`src/rtl/logic_pkg.sv`:
```
// Shared op codes and the bitwise evaluation function for the vector logic pipeline.
// Operands are carried at MAX_WIDTH bits; callers zero-extend and slice to their width.
package logic_pkg;

    localparam int unsigned MAX_WIDTH = 64;

    typedef logic [2:0] op_t;

    localparam op_t OP_AND    = 3'd0;
    localparam op_t OP_OR     = 3'd1;
    localparam op_t OP_XOR    = 3'd2;
    localparam op_t OP_NAND   = 3'd3;
    localparam op_t OP_NOR    = 3'd4;
    localparam op_t OP_XNOR   = 3'd5;
    localparam op_t OP_NOT_A  = 3'd6;
    localparam op_t OP_PASS_A = 3'd7;

    function automatic logic [MAX_WIDTH-1:0] logic_eval(
        input op_t                  op,
        input logic [MAX_WIDTH-1:0] a,
        input logic [MAX_WIDTH-1:0] b
    );
        logic [MAX_WIDTH-1:0] y;
        case (op)
            OP_AND:   y = a & b;
            OP_OR:    y = a | b;
            OP_XOR:   y = a ^ b;
            OP_NAND:  y = ~(a & b);
            OP_NOR:   y = ~(a | b);
            OP_XNOR:  y = ~(a ^ b);
            OP_NOT_A: y = ~a;
            default:  y = a;
        endcase
        return y;
    endfunction

endpackage

```
`src/rtl/logic_pipe_stage.sv`:
```
// One valid/ready register stage carrying {valid, y, zero, ones}.
// An empty stage always loads from upstream, which is what collapses bubbles.
module logic_pipe_stage #(
    parameter int unsigned WIDTH      = 8,
    parameter bit          RESET_DATA = 1'b0
) (
    input  logic             clock,
    input  logic             reset,
    input  logic             up_valid,
    output logic             up_ready,
    input  logic [WIDTH-1:0] up_y,
    input  logic             up_zero,
    input  logic             up_ones,
    output logic             dn_valid,
    input  logic             dn_ready,
    output logic [WIDTH-1:0] dn_y,
    output logic             dn_zero,
    output logic             dn_ones
);

    logic             advance;
    logic             load;
    logic             valid_d, valid_q;
    logic [WIDTH-1:0] y_d, y_q;
    logic             zero_d, zero_q;
    logic             ones_d, ones_q;

    always_comb begin
        advance = ~valid_q | dn_ready;
        load    = advance & up_valid;
        valid_d = advance ? up_valid : valid_q;
        // Data only moves on a real load so a stalled stage stays stable.
        y_d     = load ? up_y    : y_q;
        zero_d  = load ? up_zero : zero_q;
        ones_d  = load ? up_ones : ones_q;
    end

    always_ff @(posedge clock or negedge reset) begin
        if (!reset) begin
            valid_q <= 1'b0;
        end else begin
            valid_q <= valid_d;
        end
    end

    if (RESET_DATA) begin : g_rst_data
        always_ff @(posedge clock or negedge reset) begin
            if (!reset) begin
                y_q    <= '0;
                zero_q <= 1'b0;
                ones_q <= 1'b0;
            end else begin
                y_q    <= y_d;
                zero_q <= zero_d;
                ones_q <= ones_d;
            end
        end
    end else begin : g_no_rst_data
        always_ff @(posedge clock) begin
            y_q    <= y_d;
            zero_q <= zero_d;
            ones_q <= ones_d;
        end
    end

    assign up_ready = advance;
    assign dn_valid = valid_q;
    assign dn_y     = y_q;
    assign dn_zero  = zero_q;
    assign dn_ones  = ones_q;

endmodule

```
`src/rtl/logic_vec_pipe.sv`:
```
// Pipelined WIDTH-bit bitwise logic unit with valid/ready handshake and zero/ones flags.
// WIDTH must not exceed logic_pkg::MAX_WIDTH.
module logic_vec_pipe
    import logic_pkg::*;
#(
    parameter int unsigned WIDTH  = 8,
    parameter int unsigned STAGES = 2
) (
    input  logic             clock,
    input  logic             reset,
    input  logic             in_valid,
    output logic             in_ready,
    input  logic [2:0]       in_op,
    input  logic [WIDTH-1:0] in_a,
    input  logic [WIDTH-1:0] in_b,
    output logic             out_valid,
    input  logic             out_ready,
    output logic [WIDTH-1:0] out_y,
    output logic             out_zero,
    output logic             out_ones
);

    logic [MAX_WIDTH-1:0] a_ext, b_ext, y_ext;
    logic [WIDTH-1:0]     res;

    always_comb begin
        a_ext = MAX_WIDTH'(in_a);
        b_ext = MAX_WIDTH'(in_b);
        y_ext = logic_eval(op_t'(in_op), a_ext, b_ext);
        res   = y_ext[WIDTH-1:0];
    end

    if (WIDTH < MAX_WIDTH) begin : g_unused_hi
        logic unused_hi;
        assign unused_hi = ^y_ext[MAX_WIDTH-1:WIDTH];
    end

    // Index k is the input side of stage k; index STAGES is the output port.
    logic [STAGES:0]            vld;
    logic [STAGES:0]            rdy;
    logic [STAGES:0][WIDTH-1:0] ys;
    logic [STAGES:0]            zs;
    logic [STAGES:0]            os;

    assign vld[0]      = in_valid;
    assign ys[0]       = res;
    assign zs[0]       = ~|res;
    assign os[0]       = &res;
    assign in_ready    = rdy[0];
    assign rdy[STAGES] = out_ready;

    for (genvar k = 0; k < STAGES; k++) begin : g_stage
        logic_pipe_stage #(
            .WIDTH      (WIDTH),
            .RESET_DATA (k == STAGES - 1)
        ) u_stage (
            .clock    (clock),
            .reset    (reset),
            .up_valid (vld[k]),
            .up_ready (rdy[k]),
            .up_y     (ys[k]),
            .up_zero  (zs[k]),
            .up_ones  (os[k]),
            .dn_valid (vld[k+1]),
            .dn_ready (rdy[k+1]),
            .dn_y     (ys[k+1]),
            .dn_zero  (zs[k+1]),
            .dn_ones  (os[k+1])
        );
    end

    assign out_valid = vld[STAGES];
    assign out_y     = ys[STAGES];
    assign out_zero  = zs[STAGES];
    assign out_ones  = os[STAGES];

endmodule

```
`config.mk`:
```
export PLATFORM = sky130hd
export DESIGN_NAME = logic_vec_pipe
export DESIGN_NICKNAME = d
export VERILOG_FILES = /design/src/rtl/logic_pkg.sv /design/src/rtl/logic_pipe_stage.sv /design/src/rtl/logic_vec_pipe.sv
export SDC_FILE = /design/constraint.sdc
export NUM_CORES = 1
export LEC_CHECK = 0
export ABC_AREA = 1
export BUFFER_PORTS_ARGS = -buffer_cell sky130_fd_sc_hd__buf_2
export CORE_MARGIN = 4
export CORE_UTILIZATION = 55
export DETAILED_ROUTE_END_ITERATION = 6
export PLACE_DENSITY = 0.8
export SKIP_CTS_REPAIR_TIMING = 1
export SYNTH_ARGS = -nofsm -noshare
export SYNTH_HDL_FRONTEND = slang
export SYNTH_HIERARCHICAL = 1
export SYNTH_SLANG_ARGS = --single-unit
```
`constraint.sdc`:
```
create_clock -name clock -period 1.8 [get_ports clock]
set_input_delay 0.36 -clock clock [delete_from_list [all_inputs] [get_ports clock]]
set_output_delay 0.36 -clock clock [all_outputs]
set_load 0.005 [all_outputs]
```
**Word-level counts from Yosys, hierarchy flattened**

Cells that the tools add are included.

- Equality and inequality tests: 6
- Muxes and demuxes: 1
- Bitwise operators: 13
- Reductions and logical operators: 4

Operators by type and width:

| operator | number |
|---|---|
| $pmux W8 S7 | 1 |
| $not A8 Y8 | 4 |
| $eq A3 B3 Y1 const B | 3 |
| $and A8 B8 Y8 | 1 |
| $or A8 B8 Y8 | 1 |
| $reduce_and A8 Y1 | 1 |
| $reduce_or A8 Y1 | 1 |
| $xor A8 B8 Y8 | 1 |
| $eq A3 B2 Y1 const B | 2 |
| $eq A3 B1 Y1 const B | 1 |
| $logic_not A3 Y1 | 1 |
| $and A1 B1 Y1 | 2 |
| $not A1 Y1 | 2 |
| $or A1 B1 Y1 | 2 |
| $logic_not A1 Y1 | 1 |

- Bits in registers: 22
- Output and inout bits: 12

**Longest topological paths before layout**

Gate-level depths: netlist of run 1.

- Word-level depth: 5
- Gate-level depth with buffers: 11
- Depth with buffers taken out: 11

**Modules after synthesis**

Netlist of run 1, hierarchy kept.

Modules (own cells, without submodules):

| module | instances | cells each | area each (µm²) | sequential area each (µm²) |
|---|---|---|---|---|
| logic_vec_pipe | 1 | 182 | 938.4 | 0.0 |
| logic_pipe_stage at g_stage[1].u_stage | 1 | 48 | 459.2 | 275.3 |
| logic_pipe_stage at g_stage[0].u_stage | 1 | 16 | 345.3 | 325.3 |

**Least setup slack after synthesis of run 1**

OpenSTA, ideal clock, no wires.

- Kind: register -> register
- From: register g_stage[1].u_stage.valid_q
- To: register g_stage[0].u_stage.ones_q (enable)
- Setup time: 380 ps
- Data arrival time: 1222 ps
- Slack: 197 ps
- Stages on the path, launching flop included: 5
- Buffers on the path: 1
- Period minus slack after synthesis: 1603 ps
- Cells stage by stage: dfrtp_1 > nand2_2 > clkbuf_8 > inv_1 > a21oi_1

- Cells in the longest elaborated chain, start to end: 4

Ends and longest elaborated chain:

| what | RTL line | RTL |
|---|---|---|
| start, declared | logic_pipe_stage.sv:23 | `logic valid_d, valid_q;` |
| start signal, assigned | logic_pipe_stage.sv:42 | `valid_q <= valid_d;` |
| $not A1 Y1 | logic_pipe_stage.sv:29 | `advance = ~valid_q \| dn_ready;` |
| $or A1 B1 Y1 | logic_pipe_stage.sv:29 |  |
| via rdy[1] | logic_vec_pipe.sv:40 | `logic [STAGES:0] rdy;` |
| $or A1 B1 Y1 | logic_pipe_stage.sv:29 |  |
| $and A1 B1 Y1 | logic_pipe_stage.sv:30 | `load = advance & up_valid;` |
| via g_stage[0].u_stage.load | logic_pipe_stage.sv:22 | `logic load;` |
| end signal, assigned | logic_pipe_stage.sv:62 | `ones_q <= ones_d;` |
| end, declared | logic_pipe_stage.sv:26 | `logic ones_d, ones_q;` |

The timed path passes the listed nets, and every way through them passes these cells.
A chain may end at the register's enable or synchronous reset.

**Worst setup path after layout of run 1**

- From: input in_op[1]
- To: register g_stage[0].u_stage.zero_q (data pin)

- Cells in the longest elaborated chain, start to end: 4
- Elaborated cells between the ends (all ways): 10
- Those cells by class: eq/ne: 6; mux: 1; reduce/logical: 3

Ends and longest elaborated chain:

| what | RTL line | RTL |
|---|---|---|
| start, declared | logic_vec_pipe.sv:13 | `input logic [2:0] in_op,` |
| $eq A3 B3 Y1 (tied with other cells) | logic_pkg.sv:24 | `case (op)` |
| $pmux W8 S7 (*) | logic_pkg.sv:24 |  |
| via y_ext[0] | logic_vec_pipe.sv:23 | `logic [MAX_WIDTH-1:0] a_ext, b_ext, y_ext;` |
| $reduce_or A8 Y1 (*) | logic_vec_pipe.sv:47 | `assign zs[0] = ~\|res;` |
| $logic_not A1 Y1 (*) | logic_vec_pipe.sv:47 |  |
| via zs[0] | logic_vec_pipe.sv:42 | `logic [STAGES:0] zs;` |
| end signal, assigned | logic_pipe_stage.sv:61 | `zero_q <= zero_d;` |
| end, declared | logic_pipe_stage.sv:25 | `logic zero_d, zero_q;` |

Mark *: on every way through the listed nets, which the timed path passes. The rest lies on a longest branch.

==> results of run 1 <==
-- logic make-up after synthesis --
logic type               after synthesis  synth area share (%)
AND/OR/NAND/NOR                      156                  40.4
AO/OA/AOI/OAI                          7                  2.01
adder cells (fa/ha/maj)               16                  11.5
buffers and inverters                 45                  11.6
flip-flops                            22                  34.5
-- final cells by class --
class / count / area (um2) / area share, %
Multi-Input combinational cell: 179 / 940 / 46.6
Clock buffer: 4 / 26.3 / 1.30
Sequential cell: 22 / 601 / 29.8
Timing Repair Buffer: 44 / 260 / 12.9
Inverter: 36 / 135 / 6.70
Tap cell: 44 / 55.1 / 2.73
-- layout by cell type (no fill, tap or decap) --
master         count
a21oi_1            1
nand3_1           38
clkbuf_1           1
nor2_1            30
ha_1              16
nand3b_1           5
nor2_2             2
buf_2             34
dfrtp_1           12
nand4_1           10
nor2_4             2
o21ai_1            5
o21ai_0            1
clkbuf_4           3
buf_12             1
inv_2              6
nand2_1           66
buf_4              8
edfxtp_1          10
dlygate4sd3_1      1
nand2_2            3
inv_1             30
-- state kept, by name, summed over array words and instances, names as in the netlist --
signal and flops:
g_stage.u_stage/dn_y 16, g_stage.u_stage/dn_valid 2, g_stage.u_stage/dn_ones 2, g_stage.u_stage/dn_zero 2
-- power breakdown --
part / total [mW] / switching (mW) / internal, mW
clock network: 0.209 / 0.124 / 0.0859
logic: 0.378 / 0.223 / 0.155
registers: 0.639 / 0.0343 / 0.605
total: 1.23 / 0.381 / 0.846
-- layer usage --
metal  part of all wire (%)  vias to the layer above
li1                       -                      861
met1                     43                      738
met2                     50                       65
met3                    7.3                        2
met4                   0.40                        0
met5                      0                        -
-- worst min path at each step --
stage,slack [ns],end,cells after the start,startpoint
floorplan,0.06,g_stage[0].u_stage/dn_valid,0,reset
global placement,0.24,g_stage[1].u_stage/dn_y[2],1,reset
detailed placement,0.24,g_stage[1].u_stage/dn_y[1],1,reset
CTS,-0.09,g_stage[1].u_stage/dn_y[6],1,reset
global route,0.28,g_stage[0].u_stage/dn_valid,3,in_valid
finish,0.27,g_stage[0].u_stage/dn_valid,3,in_valid
-- per-stage QoR --
step | setup TNS (ns) | worst slack [ns] | hold WS [ns] | instance area [um2]
6_report | 0 | 0.253 | 0.267 | 2020
4_1_cts | 0 | 0.252 | -0.0862 | 2010
2_1_floorplan | 0 | 0.197 | 0.0644 | 1740
3_5_place_dp | -0.0396 | -0.0277 | 0.238 | 1980
5_1_grt | 0 | 0.103 | 0.285 | 2020
3_3_place_gp | 0 | 0.00467 | 0.238 | 1980
-- critical path: stages --
cell     delay [ns]
buf_2          0.14
nor2_2         0.51
nand3_1        0.13
o21ai_1        0.11
nor2_1         0.06
nand3_1        0.13
nor2_1         0.06
nand2_1        0.07
nor2_1         0.05
==> impl_metrics.tcl, run 1 <==
set metrics [dict create \
    outcome "complete, no violations" \
    timing.rr.start "g_stage[1].u_stage/dn_valid" \
    final_util_pct 66.1 \
    ys.flop_type "dfrtp_1" \
    fmax_mhz 647 \
    p_total_mw 1.23 \
    post-route-period-util_pct 85.9 \
    fp.dieW_um 64.3 \
    drt-total-wl_um 3520 \
    clock-root-buffer "clkbuf_4" \
    grt_max_degree 17 \
    cts_tree "yes" \
    synth_warnings 6 \
    clkTransAtPathRegs_ns 0.11 \
    async_reset_ff_share_pct 54.5 \
    hold_viol_final 0 \
    stdcell_count 329 \
    drtPass1Iterations 4 \
    hpwl_um 2820 \
    synth_top_cell_by_area "dfrtp_1" \
    tightest_slew_ns 0.618 \
    irDropWorstVdd_uv 227 \
    vias 1666 \
    yosys-top-cells-area "dfrtp_1 17%, edfxtp_1 17%, nand2_1 14%" \
    nFillCells 314 \
    route.detailed.drc 0 \
    reg2reg_to "g_stage[0].u_stage/dn_ones" \
    grt_overflow 0 \
    synth_common_cells "66 x nand2_1, 38 x nand3_1, 30 x inv_1, 30 x nor2_1, 16 x ha_1" \
    period_needed_ns 1.55 \
    placedCellCount 324 \
    rsz0062_at_grt "no" \
    netlist_area_um2 1740 \
    ant_nets 0 \
    syn_nets 285 \
    core_um2 3050 \
    yosysMostFrequentCell "nand2_1" \
    clock_path_buffers 2 \
    end_kind "flop" \
    wl_per_cell_um 10.7 \
    finalSetupViolCount 0 \
    synthDominantCellAreaShare_pct 17.2 \
    path_class "in -> reg" \
    io_buffers 34 \
    critPathLaunchType "input pin" \
    synth_cell_type_count 21 \
    use_met2_pct 33.0 \
    syn_to_final_growth_pct 15.7 \
    grt_util_met3_pct 1.23 \
    cts_buffers 3 \
    slew_viol_final 0 \
    synthCells 246 \
    final_nets 325 \
    die_area_um2 4130 \
    use_met1_pct 23.4 \
    grt.busiest_layer "met2" \
    cp.required_ns 1.86 \
    setup.worst_path.start "in_op[1]" \
    first_global_vias 1440 \
    critPathMaxFanout 16 \
    via_per_inst 5.06 \
    crit_arrival_ns 1.61 \
    synth_edf_count 10 \
    clock_latency_ns 0.29 \
    drt_iter0_drc 97 \
    die_h_um 64.3 \
    antennaDiodeCount 0 \
    initial_utilization_pct 57.1 \
    antenna_found_initial 0 \
    ios 35 \
    reg2regPathDepth 4 \
    powerDensity_nw_per_um2 608 \
    relSlewSlack_pct 58.8 \
    crit_end "g_stage[0].u_stage/dn_zero" \
    rows 20 \
    fin_skew_ns 0.00418 \
    min_path_type "in -> reg" \
    avgSynthCellArea_um2 7.09 \
    yosysSeqAreaShare_pct 34.5 \
    grt_usage_pct 18.3 \
    ys_seq_elements 22 \
    grt_pass1_wl_um 6150 \
    layout-drive-gt1-share_pct 20.7 \
    cts.sinks 22 \
    gpl.final_weighted_congestion 0.911 \
    p_leak_nw 1.12 \
    timing.reg2reg.setup_slack_ns 0.49 \
    h-tree-depth 1 \
    maxCapViolCount 0 \
]
Power figures use the tool's default switching activity.
==> run 2: changes to the inputs <==
--- a/config.mk
+++ b/config.mk
@@ -8,11 +8,11 @@
 export ABC_AREA = 1
 export BUFFER_PORTS_ARGS = -buffer_cell sky130_fd_sc_hd__buf_2
 export CORE_MARGIN = 4
-export CORE_UTILIZATION = 55
+export CORE_UTILIZATION = 49
 export DETAILED_ROUTE_END_ITERATION = 6
-export PLACE_DENSITY = 0.8
+export PLACE_DENSITY = 0.75
 export SKIP_CTS_REPAIR_TIMING = 1
+export SKIP_LAST_GASP = 1
 export SYNTH_ARGS = -nofsm -noshare
 export SYNTH_HDL_FRONTEND = slang
-export SYNTH_HIERARCHICAL = 1
 export SYNTH_SLANG_ARGS = --single-unit
==> constraint.sdc (replaced) <==
create_clock -name clock -period 1.4 [get_ports clock]
set_input_delay 0.28 -clock clock [delete_from_list [all_inputs] [get_ports clock]]
set_output_delay 0.28 -clock clock [all_outputs]
set_load 0.005 [all_outputs]
==> run 2 against run 1 <==
Compared with the run above: setup slack worse by 0.11 ns; via count down 0.84%; hold slack worse by 0.064 ns; final cell count up 1.5%; clock-buffer cell count unchanged; core utilization up 0.56 points; first-iteration DRC count down 8.2%; register-to-register slack worse by 0.33 ns; critical path depth up 2; highest routed layer unchanged.
==> impl_metrics.tcl, run 2 <==
set metrics [dict create \
    die_h_um 66.7 \
    p_leak_nw 1.20 \
    fin_skew_ns 0.00413 \
    antenna_found_initial 0 \
    final_common_cell "nand2_1" \
    ios 35 \
    synthDominantCellAreaShare_pct 17.8 \
    outcome "complete, no violations" \
    async_reset_ff_share_pct 54.5 \
    tightest_slew_ns 0.372 \
    synth_top_cell_by_area "dfrtp_1" \
    powerDensity_nw_per_um2 838 \
    cts_buffers 3 \
    crit_arrival_ns 1.33 \
    drt_iter0_drc 89 \
    synth_warnings 0 \
    grt_max_degree 17 \
    final_cell_mix "49 x nand2_1, 34 x buf_2, 33 x inv_1, 30 x nor2_1" \
    min_path_type "in -> reg" \
    fmax_mhz 793 \
    rsz0062_at_grt "no" \
    clock_latency_ns 0.29 \
    period_needed_ns 1.26 \
    irDropWorstVdd_uv 375 \
    gpl.final_weighted_congestion 0.812 \
    grt_pass1_wl_um 6470 \
    via_per_inst 4.95 \
    netlist_area_um2 1690 \
    largest_reg_flops 16 \
    maxCapViolCount 0 \
    hpwl_um 3100 \
    post-route-period-util_pct 90.1 \
    route.detailed.drc 0 \
    antennaDiodeCount 0 \
    synth_cell_type_count 18 \
    clock-root-buffer "clkbuf_4" \
    p_total_mw 1.86 \
    grt_usage_pct 18.3 \
    cp.required_ns 1.47 \
    end_kind "flop" \
    wl_per_cell_um 11.1 \
    cts.sinks 22 \
    drt-total-wl_um 3720 \
    nFillCells 296 \
    ys_seq_elements 22 \
    h-tree-depth 1 \
    hold_viol_final 0 \
    synth_common_cells "49 x nand2_1, 33 x inv_1, 30 x nor2_1, 29 x nand3_1, 16 x ha_1" \
    initial_utilization_pct 50.5 \
    slew_viol_final 0 \
    path_class "in -> reg" \
    clock_path_buffers 2 \
    avgSynthCellArea_um2 7.56 \
    die_area_um2 4440 \
    layout-drive-gt1-share_pct 30.2 \
    synthCells 223 \
    first_global_vias 1595 \
    yosysMostFrequentCell "nand2_1" \
    cts_tree "yes" \
    ys.flop_type "dfrtp_1" \
    synth_edf_count 10 \
    io_buffers 34 \
    critPathMaxFanout 3 \
    fin_tns_setup_ns 0 \
    vias 1652 \
    syn_nets 262 \
    rows 21 \
    grt_overflow 0 \
    drtPass1Iterations 4 \
    syn_to_final_growth_pct 31.8 \
    clkTransAtPathRegs_ns 0.11 \
    yosys-top-cells-area "dfrtp_1 18%, edfxtp_1 18%, ha_1 12%" \
    fp.dieW_um 66.7 \
    core_um2 3340 \
    final_nets 328 \
    ant_nets 0 \
    yosysSeqAreaShare_pct 35.6 \
    finalSetupViolCount 0 \
    critPathLaunchType "input pin" \
    relSlewSlack_pct 75.2 \
]
run 2: cell types whose count changed in the layout (fill, tap and decap cells not counted):
| cell | previous run | this run |
|---|---|---|
| o21ai_0 | 1 | 3 |
| nand2_1 | 66 | 49 |
| inv_1 | 30 | 33 |
| buf_4 | 8 | 29 |
| nand3_1 | 38 | 29 |
| mux2_2 | 0 | 10 |
| inv_2 | 6 | 2 |
| a21oi_1 | 1 | 0 |
| nand2_2 | 3 | 0 |
| buf_12 | 1 | 4 |
| clkbuf_1 | 1 | 0 |
| clkbuf_8 | 0 | 1 |
| o21ai_1 | 5 | 3 |
run 2: area by class of cell:
class / instances / area (um2) / area share [%]
Sequential cell: 22 / 601 / 27.0
Tap cell: 46 / 57.6 / 2.59
Multi-Input combinational cell: 159 / 920 / 41.4
Timing Repair Buffer: 68 / 478 / 21.5
Inverter: 35 / 131 / 5.91
Clock buffer: 4 / 36.3 / 1.63
run 2: cells by family after synthesis:
kind of cell	share of synthesized area, %
adder cells (fa/ha/maj)	11.9
AND/OR/NAND/NOR	34.2
multiplexers	6.68
flip-flops	35.6
AO/OA/AOI/OAI	1.78
buffers and inverters	9.87
run 2: metrics by stage:
step	area, um2	hold WS, ns	worst slack, ns	utilization (%)	cells
2_1_floorplan	1690	-0.0156	0.0573	-	223
3_3_place_gp	2180	0.162	-0.165	65.2	329
3_5_place_dp	2180	0.167	-0.187	65.2	329
4_1_cts	2210	-0.163	0.140	66.3	333
5_1_grt	2220	0.193	0.0141	66.6	334
6_report	2220	0.203	0.139	66.6	334
run 2: worst paths after layout:
kind / startpoint / end / slack (ns) / cells after the start
setup / recovery: in_a[6] / g_stage[0].u_stage.dn_ones / 0.14 / 11
hold / removal: in_valid / g_stage[0].u_stage.dn_valid / 0.20 / 3
setup reg to reg: g_stage[1].u_stage.dn_valid / g_stage[0].u_stage.dn_y[1] / 0.16 / 3
hold reg to reg: g_stage[0].u_stage.dn_zero / g_stage[1].u_stage.dn_zero / 0.49 / 1
max in group asynchronous: reset / g_stage[1].u_stage.dn_y[2] / 0.82 / 2
min in group asynchronous: reset / g_stage[1].u_stage.dn_zero / 0.37 / 2
run 2: power breakdown:
part,leakage (nW),internal [mW],switching [mW]
Sequential,0.242,0.817,0.0541
Clock,0.0210,0.158,0.170
Combinational,0.941,0.350,0.314
Total,1.20,1.33,0.538
run 2: per-layer routing:
| layer | GRT usage (%) | up-vias | part of all wire (%) |
|---|---|---|---|
| met2 | 35.3 | 37 | 52 |
| met1 | 21.3 | 757 | 43 |
| met4 | 4.57 | 0 | 0.62 |
| met5 | 0 | - | 0 |
| li1 | - | 854 | - |
| met3 | 1.52 | 4 | 4.4 |
run 2: worst max-delay path, stage by stage:
cell	delay, ns
buf_2	0.10
inv_1	0.04
ha_1	0.30
nand4_1	0.10
nand2_1	0.05
nor2_1	0.09
nand3_1	0.15
nand2_1	0.09
inv_1	0.04
nand2_1	0.06
nor2_1	0.04
